$ cat src/rtl/entry_direction_encoder_if.sv
// Doorway sensor bus: raw beam inputs toward the encoder, change/on_off events toward the counter.
interface entry_direction_encoder_if;
  logic beam_a;
  logic beam_b;
  logic change;
  logic on_off;

  modport master (output beam_a, beam_b, input change, on_off);
  modport slave  (input beam_a, beam_b, output change, on_off);
endinterface

$ cat src/rtl/entry_direction_encoder.sv
// Doorway beam pair -> occupancy change/on_off pulses (sync, debounce, direction FSM).
// Optional SATURATE_GUARD_EN: shadow 8-bit occupancy suppresses events that would wrap the counter.
module beam_debounce #(
  parameter int DEBOUNCE_CYCLES = 4
) (
  input  logic clk,
  input  logic rst,
  input  logic raw,
  output logic deb
);
  localparam int CW = $clog2(DEBOUNCE_CYCLES + 1);

  logic [1:0]    sync;
  logic [CW-1:0] cnt;

  always_ff @(posedge clk) begin
    if (!rst) begin
      sync <= '0;
      deb  <= 1'b0;
      cnt  <= '0;
    end else begin
      sync <= {sync[0], raw};
      if (sync[1] == deb) cnt <= '0;
      else if (cnt == CW'(DEBOUNCE_CYCLES - 1)) begin
        deb <= sync[1];
        cnt <= '0;
      end else cnt <= cnt + 1'b1;
    end
  end
endmodule

module entry_direction_encoder #(
  parameter int DEBOUNCE_CYCLES = 4,
  parameter int TIMEOUT_CYCLES  = 255
) (
  input logic                       clk,
  input logic                       rst,
  entry_direction_encoder_if.slave  bus
);
  localparam int TW = $clog2(TIMEOUT_CYCLES + 1);

  localparam logic [2:0] S_IDLE = 3'd0;
  localparam logic [2:0] S_A1   = 3'd1;
  localparam logic [2:0] S_A2   = 3'd2;
  localparam logic [2:0] S_A3   = 3'd3;
  localparam logic [2:0] S_B1   = 3'd4;
  localparam logic [2:0] S_B2   = 3'd5;
  localparam logic [2:0] S_B3   = 3'd6;
  localparam logic [2:0] S_CLR  = 3'd7;

  logic [1:0]    raw, deb;
  logic [2:0]    state, nxt;
  logic [TW-1:0] tcnt;
  logic          tmo_hit, done_in, done_out, ok_in, ok_out;
  logic          change_q, on_off_q;

  assign raw = {bus.beam_a, bus.beam_b};

  // bit 1 = beam A, bit 0 = beam B
  for (genvar i = 0; i < 2; i++) begin : g_beam
    beam_debounce #(.DEBOUNCE_CYCLES(DEBOUNCE_CYCLES)) u_deb (
      .clk (clk),
      .rst (rst),
      .raw (raw[i]),
      .deb (deb[i])
    );
  end

  assign tmo_hit = (state != S_IDLE) && (state != S_CLR) && (tcnt == TW'(TIMEOUT_CYCLES));

  always_comb begin
    nxt      = state;
    done_in  = 1'b0;
    done_out = 1'b0;
    case (state)
      S_IDLE: case (deb)
        2'b10: nxt = S_A1;
        2'b01: nxt = S_B1;
        2'b11: nxt = S_CLR;
        default: ;
      endcase
      S_A1: case (deb)
        2'b11: nxt = S_A2;
        2'b00: nxt = S_IDLE;
        2'b01: nxt = S_CLR;
        default: ;
      endcase
      S_A2: case (deb)
        2'b01: nxt = S_A3;
        2'b10: nxt = S_A1;
        2'b00: nxt = S_CLR;
        default: ;
      endcase
      S_A3: case (deb)
        2'b00: begin nxt = S_IDLE; done_in = 1'b1; end
        2'b11: nxt = S_A2;
        2'b10: nxt = S_CLR;
        default: ;
      endcase
      S_B1: case (deb)
        2'b11: nxt = S_B2;
        2'b00: nxt = S_IDLE;
        2'b10: nxt = S_CLR;
        default: ;
      endcase
      S_B2: case (deb)
        2'b10: nxt = S_B3;
        2'b01: nxt = S_B1;
        2'b00: nxt = S_CLR;
        default: ;
      endcase
      S_B3: case (deb)
        2'b00: begin nxt = S_IDLE; done_out = 1'b1; end
        2'b11: nxt = S_B2;
        2'b01: nxt = S_CLR;
        default: ;
      endcase
      default: if (deb == 2'b00) nxt = S_IDLE;
    endcase
    // a stalled crossing is abandoned, even on the cycle it would have completed
    if (tmo_hit) begin
      nxt      = S_CLR;
      done_in  = 1'b0;
      done_out = 1'b0;
    end
  end

`ifdef SATURATE_GUARD_EN
  logic [7:0] shadow;
  assign ok_in  = (shadow != 8'hFF);
  assign ok_out = (shadow != 8'h00);
  always_ff @(posedge clk) begin
    if (!rst) shadow <= '0;
    else if (done_in && ok_in) shadow <= shadow + 8'd1;
    else if (done_out && ok_out) shadow <= shadow - 8'd1;
  end
`else
  assign ok_in  = 1'b1;
  assign ok_out = 1'b1;
`endif

  always_ff @(posedge clk) begin
    if (!rst) begin
      state    <= S_IDLE;
      tcnt     <= '0;
      change_q <= 1'b0;
      on_off_q <= 1'b0;
    end else begin
      state <= nxt;
      if (nxt != state) tcnt <= '0;
      else if (tcnt != TW'(TIMEOUT_CYCLES)) tcnt <= tcnt + 1'b1;
      change_q <= (done_in && ok_in) || (done_out && ok_out);
      if (done_in && ok_in) on_off_q <= 1'b1;
      else if (done_out && ok_out) on_off_q <= 1'b0;
    end
  end

  assign bus.change = change_q;
  assign bus.on_off = on_off_q;
endmodule

$ cat src/flat_wrapper.sv
// flat-port wrapper written by rule: the top's interface ports become plain ports
module entry_direction_encoder_flat 
#(
  parameter int DEBOUNCE_CYCLES = 4,
  parameter int TIMEOUT_CYCLES  = 255
)
  (clk, rst, bus_beam_a, bus_beam_b, bus_change, bus_on_off);
  entry_direction_encoder_if bus_i ();
  input logic clk;
  input logic rst;
  input wire logic [$bits(bus_i.beam_a)-1:0] bus_beam_a;
  input wire logic [$bits(bus_i.beam_b)-1:0] bus_beam_b;
  output wire logic [$bits(bus_i.change)-1:0] bus_change;
  output wire logic [$bits(bus_i.on_off)-1:0] bus_on_off;
  assign bus_i.beam_a = bus_beam_a;
  assign bus_i.beam_b = bus_beam_b;
  assign bus_change = bus_i.change;
  assign bus_on_off = bus_i.on_off;
  entry_direction_encoder #(.DEBOUNCE_CYCLES(DEBOUNCE_CYCLES), .TIMEOUT_CYCLES(TIMEOUT_CYCLES)) u_core (.clk(clk), .rst(rst), .bus(bus_i));
endmodule
$ cat config.mk
export PLATFORM = sky130hd
export DESIGN_NAME = entry_direction_encoder_flat
export DESIGN_NICKNAME = d
export VERILOG_FILES = /design/src/rtl/entry_direction_encoder_if.sv /design/src/rtl/entry_direction_encoder.sv /design/src/flat_wrapper.sv
export SDC_FILE = /design/constraint.sdc
export NUM_CORES = 1
export LEC_CHECK = 0
export ABC_CLOCK_PERIOD_IN_PS = 2400
export CAP_MARGIN = 0
export CORE_UTILIZATION = 55
export DETAILED_ROUTE_END_ITERATION = 8
export PLACE_DENSITY = 0.71
export SYNTH_ARGS = -nofsm -noshare
export SYNTH_HDL_FRONTEND = slang
export SYNTH_SLANG_ARGS = --single-unit
$ cat constraint.sdc
create_clock -name clk -period 2.4 [get_ports clk]
set_input_delay 0.48 -clock clk [delete_from_list [all_inputs] [get_ports clk]]
set_output_delay 0.48 -clock clk [all_outputs]
set_load 0.01 [all_outputs]
Word-level counts from Yosys, hierarchy flattened
Cells that the tools add are included.
{"block": "op_classes", "addsub": 3, "eq_ne": 17, "muxes": 17, "bitwise": 3, "n_reduce_logical": 12}
{"cell": "$pmux W3 S3", "count": 7}
{"cell": "$pmux W3 S7", "count": 1}
{"cell": "$eq A3 B2 Y1 const B", "count": 4}
{"cell": "$eq A3 B3 Y1 const B", "count": 3}
{"cell": "$add A8 B1 Y8 const B", "count": 1}
{"cell": "$eq A8 B8 Y1 const B", "count": 1}
{"cell": "$ne A8 B8 Y1 const B", "count": 1}
{"cell": "$mux W1", "count": 7}
{"cell": "$add A3 B1 Y3 const B", "count": 2}
{"cell": "$mux W3", "count": 2}
{"cell": "$reduce_or A3 Y1", "count": 2}
{"cell": "$eq A2 B2 Y1 const B", "count": 2}
{"cell": "$reduce_and A2 Y1", "count": 2}
{"cell": "$eq A3 B1 Y1 const B", "count": 1}
{"cell": "$logic_not A3 Y1", "count": 1}
{"cell": "$ne A3 B3 Y1", "count": 1}
{"cell": "$ne A3 B3 Y1 const B", "count": 1}
{"cell": "$not A1 Y1", "count": 3}
{"cell": "$reduce_bool A3 Y1", "count": 1}
{"cell": "$eq A1 B1 Y1", "count": 2}
{"cell": "$eq A2 B1 Y1 const B", "count": 1}
{"cell": "$logic_and A1 B1 Y1", "count": 2}
{"cell": "$logic_not A2 Y1", "count": 1}
{"cell": "$reduce_bool A2 Y1", "count": 1}
{"cell": "2 further kinds", "count": 2}
{"block": "word_totals", "register_bits": 25, "out_inout_bits": 2, "word_cells": 62}

Depth between registers and ports, before layout
{"block": "depth", "depth_word": 6, "mapped_depth": 7}

Hierarchy
Synthesis repeated with hierarchy kept, for this count alone.
{"block": "hier_totals", "hier_cells": 154, "area_unflattened_um2": 1388.8}
{"mod": "entry_direction_encoder", "n_inst": 1, "cells_per_inst": 120, "area_per_inst_um2": 955.9}
{"mod": "beam_debounce", "n_inst": 2, "cells_per_inst": 17, "area_per_inst_um2": 216.5}

Worst setup path before layout
Ideal clock, no wire load.
{"block": "synth_timing", "path_kind": "reg2reg", "start": "register u_core.state[2]", "end": "register u_core.tcnt[1]", "setup_time_ps": 96, "t_arrival_ps": 1623, "required_ps": 2304, "path_slack_ps": 681, "path_stages_with_launch": 7, "n_path_buf": 1, "period_less_slack_ps": 1719, "path_cell_list": "dfxtp_1 -> buf_6 -> or3_4 -> a41oi_2 -> o211ai_2 -> xnor2_4 -> nor4b_1"}
{"block": "synth_between", "elab_chain_cells": 6}
{"element": "from (decl)", "line_no": "entry_direction_encoder.sv:52", "rtl": "logic [2:0] state, nxt;"}
{"element": "from (signal assigned)", "line_no": "entry_direction_encoder.sv:149", "rtl": "state <= nxt;"}
{"element": "parallel branches: the longest is 4 deep, another holds $pmux W3 S7"}
{"element": "$ne A3 B3 Y1 *", "line_no": "entry_direction_encoder.sv:150", "rtl": "if (nxt != state) tcnt <= '0;"}
{"element": "$reduce_or A2 Y1 (no line) *"}
{"element": "to (signal assigned)", "line_no": "entry_direction_encoder.sv:151", "rtl": "else if (tcnt != TW'(TIMEOUT_CYCLES)) tcnt <= tcnt + 1'b1;"}
{"element": "to (decl)", "line_no": "entry_direction_encoder.sv:53", "rtl": "logic [TW-1:0] tcnt;"}
Mark *: on every way between the ends.
A chain may end at the register's enable or synchronous reset.

Worst setup path after layout
{"block": "layout_timing", "start": "register u_core.state[0]", "end": "register u_core.tcnt[7]"}
The elaborated chain is that of the path after synthesis.

==> impl_metrics.yaml <==
route:
  routed_wl_um: 2510
  met3WireLength_um: 60
  wl_met1_um: 1250
  highest_layer: "met4"
  dr.pass1.iters: 4
  ant_nets: 0
  vias: 1082
  wl_per_cell_um: 13.9
  post_drt_via_cell_ratio: 5.98
  drc_errors: 0
  met2WireLength_um: 1190
  first_iter_violations: 20
logic_synthesis:
  netlist.area_leader.share: 0.360
  synth_flop_cell: "dfxtp_1"
  synthCells: 154
  async_flop_share: 0
  syn_nets: 163
  synthDistinctLibCells: 47
  ys_seq_elements: 25
  synth_top_area_cell: "dfxtp_1"
  synth_edf_count: 0
  avgSynthCellArea_um2: 9.03
  yosys_warnings: 0
  synth_area_um2: 1390
  ys_seq_area_frac: 0.360
  synth.area.top_cells: "dfxtp_1 (36%), ha_1 (4.5%), mux2i_1 (3.6%)"
timing:
  slew_viol_final: 0
  fmax_ghz: 0.487
  hold_viol: 0
  fin_hold_ws_ns: 0.438
  finalClockSkew_ns: 0.00729
  finalSetupTns_ns: 0
  rsz0062_at_grt: "false"
  tightestPinTransition_ns: 0.644
  setup_viol: 0
  period_share: 0.856
  max_slew_margin: 0.570
  finalCriticalPeriod_ns: 2.05
global_routing:
  grt_antenna_before_repair: 0
  grtUsageTotal: 0.220
  grt_max_degree: 22
  gr-total-overflow: 0
  grt_pass1_wl_um: 4450
  grt_pass1_vias: 948
clocking:
  post-cts-setup-buffers: 0
  cts-resized-gates: 0
  cts_buffer_depth: 2
  postCtsHoldBufs: 0
  cts_buffers: 3
  clk-insertion-delay-late_ns: 0.32
  cts_tree: "yes"
  clkTransAtPathRegs_ns: 0.14
  cts-root-buf: "clkbuf_4"
  cts_htree_levels: 1
  cts_sinks: 25
finish:
  fin_util: 0.628
  diodes: 0
  n_fill_cell: 207
  syn2layout_area_growth_pct: 3.69
  drive_gt1_frac: 0.0915
  fin_nets: 163
  final_cells: 181
hold_path:
  hold_depth: 1
  hold_class: "register to register"
placement:
  dp_hpwl_um: 1830
  port_buffers: 5
  place_congestion: 0.784
  post-place-cells: 177
status:
  status: "finished clean"
worst_setup_path:
  critPathLaunchType: "register"
  required_ns: 2.62
  crit_type: "register to register"
  cp.arrival_ns: 2.28
  reg2reg_depth: 5
  worstPathMaxFanout: 21
  end_kind: "register"
die:
  pin_count: 6
  start_util: 0.606
  num_rows: 17
  core_area_um2: 2300
  die-area_um2: 2730
  fp.dieH_um: 52.3
  die_x_um: 52.3
power_and_ir_drop:
  p_per_area_nw_per_um2: 454
  vdd_drop_max_v: 0.000328
  cellLeakagePower_nw: 0.544
job:
  cap_violations: 0
-- cell type report --
class	count	area (µm²)	area share
multi-input combinational	112	797	0.552
sequential	25	500	0.347
timing repair buffer	6	57.6	0.0399
tap	28	35.0	0.0243
clock buffer	3	22.5	0.0156
inverter	6	22.5	0.0156
clock inverter	1	7.51	0.00520
-- cells by family (layout without fill, tap and decap cells) --
family / after synthesis / after routing / synth area share
flops: 25 / 25 / 0.360
buf+inv: 17 / 16 / 0.0674
fa+ha+maj: 5 / 5 / 0.0450
xor+xnor: 7 / 7 / 0.0576
simple gates: 60 / 60 / 0.239
compound gates: 35 / 35 / 0.195
mux: 5 / 5 / 0.0360
-- flip-flops by register name (all words and copies together), names as in the netlist --
signal,cells
u_core.state,3
u_core.g_beam.u_deb.cnt,6
u_core.bus.change,1
u_core.bus.on_off,1
u_core.tcnt,8
u_core.g_beam.u_deb.deb,2
u_core.g_beam.u_deb.sync,4
-- critical path: stages, from the launching register on --
cell	delay [ns]
dfxtp_1	0.54
or3_4	0.49
a41oi_2	0.22
o211ai_2	0.17
xnor2_4	0.22
nor4b_1	0.32
-- path summary, 6_finish.rpt --
path / startpoint / end / slack, ns
max: u_core.state[0] / u_core.tcnt[7] / 0.35
min: u_core.g_beam[0].u_deb.cnt[0] / u_core.g_beam[0].u_deb.cnt[0] / 0.44
max reg2reg: u_core.state[0] / u_core.tcnt[7] / 0.35
min reg2reg: u_core.g_beam[0].u_deb.cnt[0] / u_core.g_beam[0].u_deb.cnt[0] / 0.44
-- through the flow --
| stage | setup slack [ns] | power (mW) | area, µm² |
|---|---|---|---|
| 3_5_place_dp | 0.362 | 0.470 | 1410 |
| 4_1_cts | 0.341 | 0.658 | 1440 |
| 2_1_floorplan | 0.681 | 0.458 | 1390 |
| 6_report | 0.345 | 0.655 | 1440 |
| 5_1_grt | 0.167 | 0.683 | 1440 |
| 3_3_place_gp | 0.484 | 0.469 | 1410 |
-- metal layers --
layer  vias to the layer above  GRT usage
li1                        555          -
met4                         0     0.0263
met2                        16      0.357
met5                         -          0
met1                       509      0.303
met3                         2     0.0522
-- where the power goes --
group	switching, mW	internal [mW]	total [mW]
combinational	0.0131	0.0165	0.0296
sequential	0.00726	0.424	0.431
clock	0.130	0.0636	0.194
-- cells in the final DEF (no fill, tap or decap), types with 2 or more instances in the layout --
master and instances:
xnor2_1 4, nand2_1 10, ha_1 5, nor2_1 11, nor4b_1 2, o311ai_0 3
o21a_1 4, inv_1 6, and2_1 4, clkbuf_4 3, o211ai_1 4, nand3_1 8
a211o_1 2, o21ai_0 3, nor3_1 7, nor2b_1 5, a31oi_1 4, a21oi_1 5
xor2_1 2, mux2i_1 5, dfxtp_1 25, nand3b_1 2, clkdlybuf4s50_1 5
-- synthesized netlist by cell type (2+ instances only) --
cell type,number
dfxtp_1,25
nor2_1,11
nand2_1,10
nand3_1,8
nor3_1,7
inv_1,6
a21oi_1,5
ha_1,5
mux2i_1,5
nor2b_1,5
a31oi_1,4
and2_1,4
clkbuf_1,4
o211ai_1,4
o21a_1,4
xnor2_1,4
buf_2,3
buf_6,3
o21ai_0,3
o311ai_0,3
a211o_1,2
nand3b_1,2
nor4b_1,2
xor2_1,2
Power figures use the tool's default switching activity.
